### src/rtl/random_pulse_sched_pkg.sv
// Shared types, constants and the spacing scaler for the random pulse scheduler.
// Latency: n/a (types and a pure combinational function only).
// Backpressure: n/a.
package random_pulse_pkg;

   typedef enum logic [1:0] {
      IDLE = 2'd0,
      HIGH = 2'd1,
      LOW  = 2'd2
   } t_rps_state;

   // Galois taps for x^32+x^22+x^2+x+1, right-shifting form: bit i is x^(i+1),
   // and the x^0 term is the bit that feeds back out of bit 0.
   localparam logic [31:0] c_lfsr_poly = 32'h80200003;

   // Uniform scaling of a frac_bits-wide random fraction r onto [min_v, max_v]:
   //    min_v + floor(r * (max_v - min_v + 1) / 2^frac_bits)
   // Works on 32-bit operands with a 65-bit product, so every caller width up to
   // 32 bits fits. Because r < 2^frac_bits, the result never exceeds max_v.
   // The caller must pass r already masked to frac_bits bits.
   function automatic logic [31:0] f_scale_spacing(
      input logic [31:0] r,
      input logic [31:0] min_v,
      input logic [31:0] max_v,
      input int unsigned frac_bits
   );
      logic [64:0] span;
      logic [64:0] prod;
      span = 65'(max_v) - 65'(min_v) + 65'd1;
      prod = 65'(r) * span;
      prod = prod >> frac_bits;
      return min_v + prod[31:0];
   endfunction

endpackage

### src/rtl/random_pulse_sched_if.sv
// Control/status bundle between a host and the random pulse scheduler.
// Latency: n/a (wires only).
// Backpressure: none; start/stop are level requests sampled every cycle.
// Ports: config (width/min/max spacing/count), seed load, start/stop requests in;
//        pulse, busy, done strobe, pulse index and config-error strobe out.
interface random_pulse_sched_if #(
   parameter int g_width_bits = 16,
   parameter int g_count_bits = 16
) ();
   logic                    start_i;
   logic                    stop_i;
   logic [g_width_bits-1:0] width_i;
   logic [g_width_bits-1:0] min_spacing_i;
   logic [g_width_bits-1:0] max_spacing_i;
   logic [g_count_bits-1:0] count_i;
   logic                    seed_load_i;
   logic [31:0]             seed_i;
   logic                    pulse_o;
   logic                    busy_o;
   logic                    done_o;
   logic [g_count_bits-1:0] pulse_idx_o;
   logic                    cfg_err_o;

   // Host side: drives requests and configuration, observes status.
   modport master (
      output start_i, stop_i, width_i, min_spacing_i, max_spacing_i, count_i,
             seed_load_i, seed_i,
      input  pulse_o, busy_o, done_o, pulse_idx_o, cfg_err_o
   );

   // Scheduler side.
   modport slave (
      input  start_i, stop_i, width_i, min_spacing_i, max_spacing_i, count_i,
             seed_load_i, seed_i,
      output pulse_o, busy_o, done_o, pulse_idx_o, cfg_err_o
   );
endinterface

### src/rtl/random_pulse_sched_lfsr32.sv
// 32-bit Galois LFSR with synchronous seed load; a zero seed becomes g_lfsr_seed.
// Latency: load/advance take effect on the next clock edge.
// Backpressure: none; load has priority over advance.
// Ports: clk_sys_i, rst_n_i, load_i + seed_i, advance_i in; state_o (32 bits) out.
module rps_lfsr32
   import random_pulse_pkg::*;
#(
   parameter logic [31:0] g_lfsr_seed = 32'h1
) (
   input  logic        clk_sys_i,
   input  logic        rst_n_i,
   input  logic        load_i,
   input  logic [31:0] seed_i,
   input  logic        advance_i,
   output logic [31:0] state_o
);

   logic [31:0] lfsr_q;

   always_ff @(posedge clk_sys_i or negedge rst_n_i) begin
      if (!rst_n_i) begin
         lfsr_q <= g_lfsr_seed;
      end else if (load_i) begin
         // An all-zero state would lock the register up forever.
         lfsr_q <= (seed_i == 32'h0) ? g_lfsr_seed : seed_i;
      end else if (advance_i) begin
         lfsr_q <= {1'b0, lfsr_q[31:1]} ^ (lfsr_q[0] ? c_lfsr_poly : 32'h0);
      end
   end

   assign state_o = lfsr_q;

endmodule

### src/rtl/random_pulse_sched.sv
// Pulse-train scheduler: fixed-width pulses separated by LFSR-drawn spacing in [min, max].
// Latency: start sampled at edge N gives pulse_o=1 after edge N; all outputs registered.
// Backpressure: none; start ignored while busy, stop honoured at pulse end (HIGH) or next edge (LOW).
// Ports: clk_sys_i, rst_n_i (async, active-low); bus = slave side of random_pulse_sched_if.
module random_pulse_sched
   import random_pulse_pkg::*;
#(
   parameter int          g_width_bits = 16,
   parameter int          g_count_bits = 16,
   parameter logic [31:0] g_lfsr_seed  = 32'h1
) (
   input  logic                 clk_sys_i,
   input  logic                 rst_n_i,
   random_pulse_sched_if.slave  bus
);

   localparam logic [g_width_bits-1:0] c_w_one   = 1;
   localparam logic [g_count_bits-1:0] c_idx_one = 1;

   t_rps_state              state_q;
   logic [g_width_bits-1:0] width_q;
   logic [g_width_bits-1:0] min_q;
   logic [g_width_bits-1:0] max_q;
   logic [g_count_bits-1:0] count_q;
   logic [g_width_bits-1:0] cnt_q;       // cycles left in the current HIGH/LOW phase, minus one
   logic                    stop_pend_q; // stop seen mid-pulse, honoured when the pulse ends
   logic                    pulse_q;
   logic                    busy_q;
   logic                    done_q;
   logic                    cfg_err_q;
   logic [g_count_bits-1:0] idx_q;

   logic [31:0]             lfsr_state;
   logic                    lfsr_load;
   logic                    lfsr_adv;
   logic                    unused_lfsr;
   logic                    cfg_ok;
   logic                    high_last;
   logic                    train_end;
   logic [g_count_bits-1:0] idx_next;
   logic [g_width_bits-1:0] spacing;

   // Seed loads only while idle, so a start in the same cycle sees the new seed
   // by the time the first spacing is drawn (at the end of the first pulse).
   assign lfsr_load = (state_q == IDLE) && bus.seed_load_i;

   // One draw per HIGH exit, including the exit that ends the train, so the
   // random sequence depends only on how many pulses have been emitted.
   assign high_last = (state_q == HIGH) && (cnt_q == '0);
   assign lfsr_adv  = high_last;

   rps_lfsr32 #(
      .g_lfsr_seed (g_lfsr_seed)
   ) u_lfsr (
      .clk_sys_i (clk_sys_i),
      .rst_n_i   (rst_n_i),
      .load_i    (lfsr_load),
      .seed_i    (bus.seed_i),
      .advance_i (lfsr_adv),
      .state_o   (lfsr_state)
   );

   // Only the low g_width_bits of the LFSR feed the draw.
   assign unused_lfsr = ^lfsr_state;

   assign cfg_ok = (bus.width_i != '0) && (bus.min_spacing_i != '0) &&
                   (bus.min_spacing_i <= bus.max_spacing_i);

   assign idx_next  = idx_q + c_idx_one;
   assign train_end = ((count_q != '0) && (idx_next == count_q)) ||
                      stop_pend_q || bus.stop_i;

   assign spacing = g_width_bits'(f_scale_spacing(32'(lfsr_state[g_width_bits-1:0]),
                                                  32'(min_q), 32'(max_q),
                                                  g_width_bits));

   always_ff @(posedge clk_sys_i or negedge rst_n_i) begin
      if (!rst_n_i) begin
         state_q     <= IDLE;
         width_q     <= '0;
         min_q       <= '0;
         max_q       <= '0;
         count_q     <= '0;
         cnt_q       <= '0;
         stop_pend_q <= 1'b0;
         pulse_q     <= 1'b0;
         busy_q      <= 1'b0;
         done_q      <= 1'b0;
         cfg_err_q   <= 1'b0;
         idx_q       <= '0;
      end else begin
         done_q    <= 1'b0;
         cfg_err_q <= 1'b0;
         case (state_q)
            IDLE: begin
               // Start beats a simultaneous stop; a stop alone does nothing here.
               if (bus.start_i) begin
                  if (cfg_ok) begin
                     width_q     <= bus.width_i;
                     min_q       <= bus.min_spacing_i;
                     max_q       <= bus.max_spacing_i;
                     count_q     <= bus.count_i;
                     cnt_q       <= bus.width_i - c_w_one;
                     idx_q       <= '0;
                     stop_pend_q <= 1'b0;
                     pulse_q     <= 1'b1;
                     busy_q      <= 1'b1;
                     state_q     <= HIGH;
                  end else begin
                     cfg_err_q <= 1'b1;
                  end
               end
            end

            HIGH: begin
               if (bus.stop_i) begin
                  stop_pend_q <= 1'b1;
               end
               if (cnt_q == '0) begin
                  idx_q   <= idx_next;
                  pulse_q <= 1'b0;
                  if (train_end) begin
                     busy_q      <= 1'b0;
                     done_q      <= 1'b1;
                     stop_pend_q <= 1'b0;
                     state_q     <= IDLE;
                  end else begin
                     cnt_q   <= spacing - c_w_one;
                     state_q <= LOW;
                  end
               end else begin
                  cnt_q <= cnt_q - c_w_one;
               end
            end

            LOW: begin
               if (bus.stop_i) begin
                  busy_q  <= 1'b0;
                  done_q  <= 1'b1;
                  state_q <= IDLE;
               end else if (cnt_q == '0) begin
                  pulse_q <= 1'b1;
                  cnt_q   <= width_q - c_w_one;
                  state_q <= HIGH;
               end else begin
                  cnt_q <= cnt_q - c_w_one;
               end
            end

            default: begin
               state_q <= IDLE;
            end
         endcase
      end
   end

   assign bus.pulse_o     = pulse_q;
   assign bus.busy_o      = busy_q;
   assign bus.done_o      = done_q;
   assign bus.pulse_idx_o = idx_q;
   assign bus.cfg_err_o   = cfg_err_q;

endmodule
### src/flat_wrapper.sv
// flat-port wrapper written by rule: the top's interface ports become plain ports
module random_pulse_sched_flat import random_pulse_pkg::*;
#(
   parameter int          g_width_bits = 16,
   parameter int          g_count_bits = 16,
   parameter logic [31:0] g_lfsr_seed  = 32'h1
)
  (clk_sys_i, rst_n_i, bus_start_i, bus_stop_i, bus_width_i, bus_min_spacing_i, bus_max_spacing_i, bus_count_i, bus_seed_load_i, bus_seed_i, bus_pulse_o, bus_busy_o, bus_done_o, bus_pulse_idx_o, bus_cfg_err_o);
  random_pulse_sched_if #(.g_width_bits(g_width_bits), .g_count_bits(g_count_bits)) bus_i ();
  input  logic clk_sys_i;
  input  logic rst_n_i;
  input wire logic [$bits(bus_i.start_i)-1:0] bus_start_i;
  input wire logic [$bits(bus_i.stop_i)-1:0] bus_stop_i;
  input wire logic [$bits(bus_i.width_i)-1:0] bus_width_i;
  input wire logic [$bits(bus_i.min_spacing_i)-1:0] bus_min_spacing_i;
  input wire logic [$bits(bus_i.max_spacing_i)-1:0] bus_max_spacing_i;
  input wire logic [$bits(bus_i.count_i)-1:0] bus_count_i;
  input wire logic [$bits(bus_i.seed_load_i)-1:0] bus_seed_load_i;
  input wire logic [$bits(bus_i.seed_i)-1:0] bus_seed_i;
  output wire logic [$bits(bus_i.pulse_o)-1:0] bus_pulse_o;
  output wire logic [$bits(bus_i.busy_o)-1:0] bus_busy_o;
  output wire logic [$bits(bus_i.done_o)-1:0] bus_done_o;
  output wire logic [$bits(bus_i.pulse_idx_o)-1:0] bus_pulse_idx_o;
  output wire logic [$bits(bus_i.cfg_err_o)-1:0] bus_cfg_err_o;
  assign bus_i.start_i = bus_start_i;
  assign bus_i.stop_i = bus_stop_i;
  assign bus_i.width_i = bus_width_i;
  assign bus_i.min_spacing_i = bus_min_spacing_i;
  assign bus_i.max_spacing_i = bus_max_spacing_i;
  assign bus_i.count_i = bus_count_i;
  assign bus_i.seed_load_i = bus_seed_load_i;
  assign bus_i.seed_i = bus_seed_i;
  assign bus_pulse_o = bus_i.pulse_o;
  assign bus_busy_o = bus_i.busy_o;
  assign bus_done_o = bus_i.done_o;
  assign bus_pulse_idx_o = bus_i.pulse_idx_o;
  assign bus_cfg_err_o = bus_i.cfg_err_o;
  random_pulse_sched #(.g_width_bits(g_width_bits), .g_count_bits(g_count_bits), .g_lfsr_seed(g_lfsr_seed)) u_core (.clk_sys_i(clk_sys_i), .rst_n_i(rst_n_i), .bus(bus_i));
endmodule
### config.mk
export PLATFORM = sky130hd
export DESIGN_NAME = random_pulse_sched_flat
export DESIGN_NICKNAME = d
export VERILOG_FILES = /design/src/rtl/random_pulse_sched_pkg.sv /design/src/rtl/random_pulse_sched_if.sv /design/src/rtl/random_pulse_sched_lfsr32.sv /design/src/rtl/random_pulse_sched.sv /design/src/flat_wrapper.sv
export SDC_FILE = /design/constraint.sdc
export NUM_CORES = 1
export LEC_CHECK = 0
export CORE_ASPECT_RATIO = 0.8
export CORE_MARGIN = 3
export CORE_UTILIZATION = 30
export DETAILED_ROUTE_END_ITERATION = 8
export PLACE_DENSITY_LB_ADDON = 0.2
export SYNTH_ARGS = -nofsm -noshare
export SYNTH_HDL_FRONTEND = slang
export SYNTH_SLANG_ARGS = --single-unit
### constraint.sdc
create_clock -name clk_sys_i -period 13.8 [get_ports clk_sys_i]
set_input_delay 2.76 -clock clk_sys_i [delete_from_list [all_inputs] [get_ports clk_sys_i]]
set_output_delay 2.76 -clock clk_sys_i [all_outputs]
set_load 0.03 [all_outputs]
Word level (Yosys, flattened, before mapping)
Index checks and enable logic that the tools add are counted.
- add/subtract/negate cells: 8
- multiply operators: 1
- divide/modulo/power cells: 0
- magnitude comparators: 1
- equality and inequality tests: 12
- shift-type cells: 0
- multiplexer cells: 45
- bitwise operators: 1
- reductions and logical operators: 23
- operator list (operator ; count):
    2-to-1 mux 16 bit ; 9
    2-to-1 mux 32 bit ; 4
    adder 65 x 1 -> 65 bit, second input constant ; 1
    multiplier 16 x 65 -> 32 bit ; 1
    subtractor 16 x 1 -> 16 bit, second input constant ; 4
    one-hot mux 16 bit (3 select lines) ; 1
    nonzero test 16 bit ; 3
    logical NOT 32 bit ; 1
    one-hot mux 16 bit (2 select lines) ; 1
    XOR 31 x 32 -> 32 bit ; 1
    2-to-1 mux 1 bit ; 19
    subtractor 16 x 16 -> 17 bit ; 1
    adder 16 x 1 -> 16 bit, second input constant ; 1
    adder 16 bit ; 1
    == test 16 bit ; 1
    <= comparator 16 bit ; 1
    logical NOT 16 bit ; 1
    2-to-1 mux 2 bit ; 6
    AND reduction 6 bit ; 2
    != test 2 bit, second input constant ; 4
    AND reduction 4 bit ; 2
    != test 2 x 1 -> 1 bit, second input constant ; 3
    one-hot mux 1 bit (3 select lines) ; 2
    one-hot mux 2 bit (3 select lines) ; 1
    12 further kinds ; 20
- register bits: 135
- latch bits: 0
- RAM bits: 0
- bits in read-only memories: 0
- input bits: 101
- logic and storage cells: 104
- memories kept: 0

Depth between registers and ports, before layout
Gate-level depths: netlist of the first run.
- depth in word-level cells: 8
- gate-level depth with buffers: 50

Modules after synthesis
Synthesis of the first run repeated with hierarchy kept, for this count alone.
- cell total of the unflattened synthesis: 2279
- area total of the unflattened synthesis: 20093.0 µm²
- modules (own cells, without submodules) (module ; instances ; cells each ; area an instance (µm²)):
    random_pulse_sched ; 1 ; 2124 ; 18497.7
    rps_lfsr32 ; 1 ; 155 ; 1595.3

Least setup slack after synthesis of the first run
OpenSTA, ideal clock, no wires.
- path kind: reg2reg
- start point: register u_core.max_q[0]
- end point: register u_core.cnt_q[15]
- library setup time: 0.145 ns
- arrival: 10.568 ns
- data required time: 13.655 ns
- path slack: 3.087 ns
- stages on the path, launching flop included: 47
- cell sequence: dfrtp_1 > inv_1 > ha_1 > fa_1 > nor2b_1 > o21a_1 > o21a_2 > xor2_1 > inv_1 > nor4b_2 > nand2_1 > xnor2_1 > clkbuf_1 > nand2_1 > fa_1 > fa_1 > fa_1 > inv_1 > (+11 left out) > and2_1 > a21oi_1 > nor2b_1 > nor2_1 > xor2_1 > ha_1 > inv_1 > ha_1 > or3_1 > o21ai_0 > a211oi_1 > o31ai_1 > nand2b_1 > a21oi_1 > o21ai_0 > xnor3_1 > o21ai_1 > a41oi_2
- longest elaborated chain between the ends: 8
- RTL lines (item ; RTL line ; source):
    from (decl) ; random_pulse_sched.sv:23 ; logic [g_width_bits-1:0] max_q;
    from (signal assigned) ; random_pulse_sched.sv:101 ; max_q <= bus.max_spacing_i;
    subtractor 16 x 16 -> 17 bit ; random_pulse_sched_pkg.sv:29 ; span = 65'(max_v) - 65'(min_v) + 65'd1;
    adder 65 x 1 -> 65 bit ; random_pulse_sched_pkg.sv:29 ;
    multiplier 16 x 65 -> 32 bit ; random_pulse_sched_pkg.sv:30 ; prod = 65'(r) * span;
    adder 16 bit ; random_pulse_sched_pkg.sv:32 ; return min_v + prod[31:0];
    subtractor 16 x 1 -> 16 bit ; random_pulse_sched.sv:128 ; cnt_q <= spacing - c_w_one;
    2-to-1 mux 16 bit ; random_pulse_sched.sv:122 ; if (train_end) begin
    2-to-1 mux 16 bit ; random_pulse_sched.sv:119 ; if (cnt_q == '0) begin
    one-hot mux 16 bit (3 select lines) ; random_pulse_sched.sv:94 ; case (state_q)
    to (signal assigned) ; random_pulse_sched.sv:103 ; cnt_q <= bus.width_i - c_w_one;
    to (signal assigned) ; random_pulse_sched.sv:128 ;
    to (signal assigned) ; random_pulse_sched.sv:132 ; cnt_q <= cnt_q - c_w_one;
    to (decl) ; random_pulse_sched.sv:25 ; logic [g_width_bits-1:0] cnt_q;
Every way passes these cells. The select of a mux whose other input is x is not followed.
A chain may end at the register's enable or synchronous reset.

Final worst setup path of the first run
Ends and elaborated chain as after synthesis.

==> metrics.txt, run 1 <==
DRC 0; vias in the first global route 17,432; final setup margin 1.89 ns; synth unique cells 75; max_cap viols 0; critical path peak fanout 16; Least-Margin Pin Slew 1.03 ns; slowest stage delay, CP 0.77 ns; fillcell total 7,103; CTS Root Cell clkbuf_16; Final Core Density 34.6%; Clock Tree Buf Depth 2; starting density of the core 30.4%; Core Region 69,200 sq um; Relative slew margins 31.2%; first-pass GRT wire length 98,500 microns; Final ANT Viol Nets 0; ys async rst share 100%; Synth Warn # 0; mapped cell area 21,000 sq um; leading cell types in the layout, fill and taps excluded inv_1, nand2_1, fa_1; clk_lat worst skew 0.46 ns; RSZ-0062 raised after global routing false; buffer count from post-CTS setup fixing 0; Yosys reg bits 135; CTS resizes 0; DRT Pass-1 Iters 5; Max Freq 84.0 MHz; Die ar. 73,400 sq um; DR iter-0 viols 889; Final Hold Vio Count 0; GPL Wtd Cong 0.850; Final Cycle Share 86.3%; DRT Wirelength 60,400 microns; CP arrival 12.22 ns; n_diodes 0; Detail Placement HPWL 47,900 microns; die span in y 243 microns; number of CTS-inserted buffers 17; Hold-fix buffers, CTS 0; Post-synth EDFFs 0; Slew Limit Fails 0; layout cell share with drive strength beyond 1 6.85%; Nets 3,006; TritonCTS clock tree done; kind of critical path reg -> reg; pin count of the biggest net entering global routing 76; Sink Count 135; Setup crit end kind flop; WP buf/inv 7; Reg area 3380 sq um; die width 302 microns; family with the most delay on the worst path adder cells; area growth from synthesis to layout 13.6%; status finished clean; # H-tree levels 4; via count 16,435; CP max-delay cell nor4b_2; I/O pin cnt 121; Mapped Cells 2,403; IO buf count 120; GR Overflow Total 0; Global Route Usage Sum 17.0%; Main synth FF type dfrtp_1; final setup fails 0; Clock Skew 0.0171 ns; Reg clk slew, reported paths 0.07 ns; row count 86; setup TNS 0 ns; vias per cell 4.83; routed len/inst 17.7 microns; initial antenna violation count 1; Critical Path RT 14.11 ns; Synth Net Count 2,942; pre-CTS setup slack 1.90 ns; shortest period the worst path allows 11.91 ns; most common cell after layout, fill and taps aside inv_1; Critical Path Source Type flop; area of the multi-input gates 15,600 sq um; Tightest Hold Check Type reg -> reg; CP dominant cell by count fa_1; Syn Area/Cell 8.76 sq um; sequential share of the synthesized area 16.1%
final timing paths:
check	start	end	slack, ns	depth (start not counted)
min reg2reg	u_core.min_q[10]$_DFFE_PN0P_	u_core.min_q[10]$_DFFE_PN0P_	0.51	1
min	u_core.min_q[10]$_DFFE_PN0P_	u_core.min_q[10]$_DFFE_PN0P_	0.51	1
min in group asynchronous	rst_n_i	u_core.count_q[12]$_DFFE_PN0P_	2.30	1
max in group asynchronous	rst_n_i	u_core.max_q[8]$_DFFE_PN0P_	10.18	2
max reg2reg	u_core.max_q[0]$_DFFE_PN0P_	u_core.cnt_q[15]$_DFFE_PN0P_	1.89	46
max	u_core.max_q[0]$_DFFE_PN0P_	u_core.cnt_q[15]$_DFFE_PN0P_	1.89	46
stage by stage:
| step | cells | cell area, sq um | hold WS [ns] |
|---|---|---|---|
| 2_1_floorplan | 2403 | 21000 | 0.479 |
| 6_report | 3404 | 23900 | 0.508 |
| 3_3_place_gp | 3372 | 23300 | 0.493 |
| 3_5_place_dp | 3372 | 23300 | 0.497 |
| 5_1_grt | 3404 | 23900 | 0.521 |
| 4_1_cts | 3404 | 23900 | 0.511 |
cell type report:
class | count | area share (%)
Sequential cell | 135 | 14.1
Clock inverter | 15 | 0.644
Multi-Input combinational cell | 1712 | 65.4
Tap cell | 924 | 4.84
Inverter | 442 | 6.94
Timing Repair Buffer | 159 | 6.25
Clock buffer | 17 | 1.78
synth_stat cells (11+ instances only):
cell      instances  area, sq um
nor2_1           92          345
nor2b_1          12         75.1
xor2_1           50          438
o21ai_0          99          495
mux2i_1          14          140
a31oi_1          11         68.8
nand2_1         312         1170
dfrtp_1         134         3350
a21o_1           19          143
nor3_1           33          165
fa_1            305         6110
nand4_1          17          106
xnor2_1          84          736
nand3_1          23          115
inv_1           442         1660
nand2b_1         19          119
nor4_1           30          188
and2_1          151          945
o21a_1           16          120
mux2_2           69          777
a21oi_1          75          375
ha_1            133         1660
clkbuf_1        101          379
layer usage:
metal | share of wire [%] | GRT usage (%) | up-vias
li1 | - | - | 7718
met1 | 50 | 25.7 | 8335
met2 | 44 | 26.0 | 345
met3 | 4.3 | 2.44 | 37
met4 | 1.1 | 2.52 | 0
met5 | 0 | 0 | -
flip-flops by register name (all words and copies together), names as in the netlist:
signal	cells
u_core.max_q	16
u_core.bus.pulse_idx_o	16
u_core.stop_pend_q	1
u_core.bus.pulse_o	1
u_core.cnt_q	16
u_core.u_lfsr.state_o	32
u_core.state_q	2
u_core.bus.cfg_err_o	1
u_core.bus.done_o	1
u_core.width_q	16
u_core.count_q	16
u_core.bus.busy_o	1
u_core.min_q	16
kinds of logic (layout without fill, tap and decap cells):
group                      after synthesis  in the layout  synth area share (%)
xor gates and xnor gates               135            135                  5.69
muxes                                   83             83                  4.36
adders and majority gates              438            438                  36.9
DFF                                    135            135                  16.1
buffers and inverters                  556            633                  10.0
and+or+nand+nor                        739            739                  17.3
AOI/OAI and AO/OA                      317            317                  9.68
Power of run 1 is not shown: default switching activity piles up to over one toggle a cycle in this logic, so the estimate is an artifact.
==> run 2: changes to the inputs <==
Settings changed: CELL_PAD_IN_SITES_DETAIL_PLACEMENT from default to 2, CELL_PAD_IN_SITES_GLOBAL_PLACEMENT from default to 2, GPL_TIMING_DRIVEN from default to 0, SLEW_MARGIN from default to 20.
==> run 2 against run 1 <==
  * Clock skew shrank 0.0074 ns
  * Maximum frequency down 8.5%
  * Critical path depth shrank 2
  * Global-route usage up 4.6 points
  * Die area did not move
  * Clock-buffer cell count grew 1
  * Worst setup slack worse by 1.1 ns
  * Cell count up 2.4%
  * Wire length rose by 28%
  * First-iteration DRC count down 0.90%
  * Sequential share of layout area is 0.15 points lower
  * Critical path type unchanged
  * Critical endpoint unchanged
==> metrics.txt, run 2 (synthesis gave the netlist of run 1 again) <==
DRT Pass-1 Iters 5; Die ar. 73,400 sq um; shortest period the worst path allows 13.02 ns; Clock Skew 0.00965 ns; area of the multi-input gates 15,700 sq um; via count 17,303; Largest register FFs 32; slowest stage delay, CP 0.57 ns; kind of critical path reg -> reg; critical path peak fanout 10; fillcell total 7,676; most common cell after layout, fill and taps aside inv_1; Sink Count 135; leading cell types in the layout, fill and taps excluded inv_1, nand2_1, fa_1; metal3 WL 2720 microns; Critical Path Source Type flop; Nets 3,084; vias in the first global route 19,870; DRT Wirelength 77,200 microns; CP max-delay cell fa_1; area growth from synthesis to layout 14.8%; Slew Limit Fails 0; number of CTS-inserted buffers 17; Core Region 69,200 sq um; Cell Area, Placed 23,400 sq um; die span in y 243 microns; DRC 0; Tightest Hold Check Type reg -> reg; Final Hold Vio Count 0; layout cell share with drive strength beyond 1 5.94%; # H-tree levels 4; DR top layer met4; Detail Placement HPWL 64,900 microns; met2 wire length 35,400 microns; initial antenna violation count 4; # placed instances 3,448; Relative slew margins 27.2%; Global Route Usage Sum 21.6%; Final ANT Viol Nets 0; Final Instance Area 24,200 sq um; starting density of the core 30.4%; pin count of the biggest net entering global routing 88; GPL Wtd Cong 0.843; die width 302 microns; I/O pin cnt 121; RSZ-0062 raised after global routing false; status finished clean; IO buf count 120; CP arrival 13.31 ns; Reg area 3380 sq um; routed len/inst 22.2 microns; final setup fails 0; Critical Path RT 14.10 ns; Final Cycle Share 94.3%; row count 86; CP dominant cell by count fa_1; vias per cell 4.97; TritonCTS clock tree done; CTS Root Cell clkbuf_16; Post-Layout Cell Count 3,484; Clock Tree Buf Depth 2; GR Overflow Total 0; Post-Route M1 WL 38,200 microns; Setup crit end kind flop; Least-Margin Pin Slew 1.08 ns; clk_lat worst skew 0.46 ns; first-pass GRT wire length 121,000 microns; DR iter-0 viols 881; Reg clk slew, reported paths 0.07 ns; max_cap viols 0; Max Freq 76.8 MHz
## run 2: area by class of cell
cell class,instances,area share (%)
Timing Repair Buffer,123,5.17
Buffer,114,1.90
Antenna cell,2,0.0207
Inverter,442,6.87
Clock inverter,14,0.668
Multi-Input combinational cell,1712,64.8
Tap cell,924,4.79
Clock buffer,18,1.78
Sequential cell,135,14.0
## run 2: path summary, 6_finish.rpt
| check | startpoint | end | slack (ns) | depth (start not counted) |
|---|---|---|---|---|
| hold / removal | u_core.min_q[6]$_DFFE_PN0P_ | u_core.min_q[6]$_DFFE_PN0P_ | 0.51 | 1 |
| max in group asynchronous | rst_n_i | u_core.bus.pulse_idx_o[0]$_DFFE_PN0P_ | 10.75 | 2 |
| hold reg to reg | u_core.min_q[6]$_DFFE_PN0P_ | u_core.min_q[6]$_DFFE_PN0P_ | 0.51 | 1 |
| setup / recovery | u_core.min_q[0]$_DFFE_PN0P_ | u_core.cnt_q[15]$_DFFE_PN0P_ | 0.78 | 44 |
| setup reg to reg | u_core.min_q[0]$_DFFE_PN0P_ | u_core.cnt_q[15]$_DFFE_PN0P_ | 0.78 | 44 |
| min in group asynchronous | rst_n_i | u_core.width_q[7]$_DFFE_PN0P_ | 2.18 | 1 |
## run 2: critical path, delay by kind of cell, from the launching register on
family,cells,cell delay [ns]
fa+ha+maj,11,4.52
buf+inv,5,0.61
simple gates,9,2.06
compound gates,15,3.77
flops,1,0.39
xor+xnor,4,1.51
## run 2: repair_timing
action,in CTS,in global routing
setup endpoints to repair,3,3
pin swaps,0,1
gates resized for setup,6,16
setup buffers,0,2
gates cloned,0,0
hold buffers,0,0
## run 2: metrics by stage
stage          util, %  setup TNS, ns  setup slack [ns]  hold WS [ns]
2_1_floorplan        -              0              3.09         0.479
3_3_place_gp      33.8              0           0.00716         0.495
3_5_place_dp      33.9         -0.546            -0.492         0.499
4_1_cts           34.8              0            0.0833         0.515
5_1_grt           34.9              0            0.0309         0.530
6_report          34.9              0             0.784         0.508
## run 2: routing by layer
| metal | GRT usage [%] | up-vias |
|---|---|---|
| met5 | 0 | - |
| met4 | 3.28 | 0 |
| met3 | 2.83 | 47 |
| met2 | 34.5 | 227 |
| met1 | 31.7 | 9169 |
| li1 | - | 7860 |
Power of run 2 is left out for the same reason.
==> RTL edit: new RTL, flow settings as in run 1 <==
`g_count_bits` is set to 16 in 3 places; all go to 20.
--- a/src/rtl/random_pulse_sched_if.sv
+++ b/src/rtl/random_pulse_sched_if.sv
@@ -7,3 +7,3 @@
    parameter int g_width_bits = 16,
-   parameter int g_count_bits = 16
+   parameter int g_count_bits = 20
 ) ();
--- a/src/rtl/random_pulse_sched.sv
+++ b/src/rtl/random_pulse_sched.sv
@@ -8,3 +8,3 @@
    parameter int          g_width_bits = 16,
-   parameter int          g_count_bits = 16,
+   parameter int          g_count_bits = 20,
    parameter logic [31:0] g_lfsr_seed  = 32'h1
--- a/src/flat_wrapper.sv
+++ b/src/flat_wrapper.sv
@@ -4,3 +4,3 @@
    parameter int          g_width_bits = 16,
-   parameter int          g_count_bits = 16,
+   parameter int          g_count_bits = 20,
    parameter logic [31:0] g_lfsr_seed  = 32'h1
Ports: changed (resized bus_count_i and bus_pulse_idx_o); port bits go from 121 to 129. No check against the original RTL was run, so the function may have changed too.
==> RTL edit against run 1 <==
  * Global-route usage up 0.27 points
  * Area after synthesis up 1.5%
  * Setup slack worse by 0.31 ns
  * Final cell count up 2.1%
  * Clock skew down 0.0046 ns
  * Core utilization up 0.24 points
  * Cell area up 1.5%
  * Via count up 1.2%
  * Sequential cell count up 8
  * Routed wire length up 3.7%
  * Sequential share of layout area up 0.63 points
  * Highest routed layer is now met5
Power is left out: the tool's default activity adds up to more than one toggle a clock period on the data nets, which glitch-free logic cannot reach.
==> RTL edit: results (changes against run 1) <==
ys.warnings.count: 0  # unchanged
synth-compound-area-share_pct: 9.848  # +0.17 points
netlist_instances: 2481  # +3.2%
cts.path.max_buffers: 2  # unchanged
avgRoutedWirePerCell_um: 18.01  # +1.6%
postRouteWirelength_um: 62600  # +3.7%
htreeDepth: 4  # unchanged
skew_ns: 0.01248  # -0.004579 ns
numCtsBuffers: 17  # unchanged
ys.flop_type: "dfrtp_1"
holdCritPathClass: "register to register"
track_usage_pct: 17.24  # +0.27 points
synthAdderAreaFrac_pct: 36.38  # -0.55 points
grt_pass1_vias: 17710  # +1.6%
dpl.cell_count: 3443  # +2.1%
dieWidth_um: 304.3  # +0.74%
clk_pin_slew_ns: 0.07  # about the same
synth.top_cells.by_count: "433 x inv_1, 350 x nand2_1, 305 x fa_1"
clk_latency_ns: 0.45
viasPerCell: 4.785  # -0.89%
ctsHoldBuffers: 0  # unchanged
place_hpwl_um: 47610  # -0.69%
drive_gt1_share_pct: 5.723  # -1.1 points
synth-xor-area-share_pct: 6.257  # +0.57 points
synth.distinct_cells: 76  # +1.3%
drt-pass1-iter-count: 5  # unchanged
setup_viol: 0  # unchanged
postCtsSetupBuffers: 0  # unchanged
layout.nets: 3081  # +2.5%
core_area_mm2: 0.06973  # +0.78%
drv_slew: 0  # unchanged
synth_mux_area_share_pct: 2.783  # -1.6 points
globalplace.congestion: 0.8261  # -2.8%
grt_max_degree: 91  # +20%
synth_fp_nets: 3024  # +2.8%
cp.arrival_ns: 12.55  # +0.33 ns
netlist_top_cells_area: "fa_1 29%, dfrtp_1 17%, ha_1 7.8%, inv_1 7.6%, nand2_1 6.2%"
cpLargestDelayFamily: "adder cells"
worst_pin_slew_ns: 1.295  # +0.2637 ns
grt_pass1_wl_um: 101600  # +3.2%
status: "finished, final reports clean"
synthArstFlopShare_pct: 100.0  # unchanged
post_cts_resized: 0  # unchanged
cts_root_buffer: "clkbuf_16"
synth.yosys.seq_area_share_pct: 16.76  # +0.70 points
largest_reg_flops: 32  # unchanged
crit_slowest_cell: "xnor2_2"
cp_max_fo: 16  # unchanged
antenna_found_initial: 3  # +2
drt-initial-drc-count: 975  # +9.7%
portBuffers: 128  # +6.7%
cpPeakStageDelay_ns: 0.82  # +0.05 ns
[RTL edit: cell count changes after synthesis, sizes merged, moves of 10 or more]
cell	delta
mux2i	-12
o21ai	+27
xnor2	+13
nand3	+11
nand2b	-14
nor4	-10
nor2	+19
mux2	-18
nand2	+38
[RTL edit: tightest hold or removal path: cells and delay by family, from the launching register on]
kind	cells	cell delay, ns
flip-flops	1	0.35
AND/OR/NAND/NOR	1	0.05
AO/OA/AOI/OAI	1	0.06
[RTL edit: per-stage QoR]
step / utilization, % / setup slack [ns] / area, um2
floorplan: - / 3.196 / 21360
global placement: 33.90 / 1.769 / 23640
detailed placement: 33.90 / 1.572 / 23640
CTS: 34.79 / 1.553 / 24260
global route: 34.79 / 0.6556 / 24260
finish: 34.79 / 1.580 / 24260
[RTL edit: path summary, 6_finish.rpt]
kind	from	cells after the start	slack, ns	endpoint
worst min-delay path	u_core.max_q[7]$_DFFE_PN0P_	2	0.50	u_core.max_q[7]$_DFFE_PN0P_
max in group asynchronous	rst_n_i	2	10.14	u_core.u_lfsr.state_o[1]$_DFFE_PN0P_
worst max-delay path	u_core.max_q[0]$_DFFE_PN0P_	44	1.58	u_core.cnt_q[15]$_DFFE_PN0P_
worst min register to register	u_core.max_q[7]$_DFFE_PN0P_	2	0.50	u_core.max_q[7]$_DFFE_PN0P_
min in group asynchronous	rst_n_i	1	2.37	u_core.count_q[9]$_DFFE_PN0P_
worst max register to register	u_core.max_q[0]$_DFFE_PN0P_	44	1.58	u_core.cnt_q[15]$_DFFE_PN0P_
[RTL edit: logic make-up (layout without fill, tap and decap cells)]
family / count (synthesis) / after routing
AOI/OAI and AO/OA: 332 / 332
xor gates and xnor gates: 151 / 151
other: 0 / 1
muxes: 53 / 53
adders and majority gates: 438 / 438
buffers and inverters: 555 / 625
and+or+nand+nor: 809 / 809
DFF: 143 / 143
[RTL edit: layout make-up]
class | count | area, um2
Antenna cell | 1 | 2.502
Clock buffer | 19 | 432.9
Clock inverter | 13 | 187.7
Fill cell | 7314 | 45470
Inverter | 433 | 1625
Multi-Input combinational cell | 1783 | 15750
Sequential cell | 143 | 3582
Tap cell | 924 | 1156
Timing Repair Buffer | 160 | 1523
[RTL edit: routing by layer]
metal | wire [um] | up-vias | global-route usage (%)
li1 | - | 7904 | -
met1 | 30590 | 8375 | 24.81
met2 | 27880 | 307 | 27.03
met3 | 3422 | 44 | 3.632
met4 | 681 | 4 | 2.991
met5 | 28 | - | 0
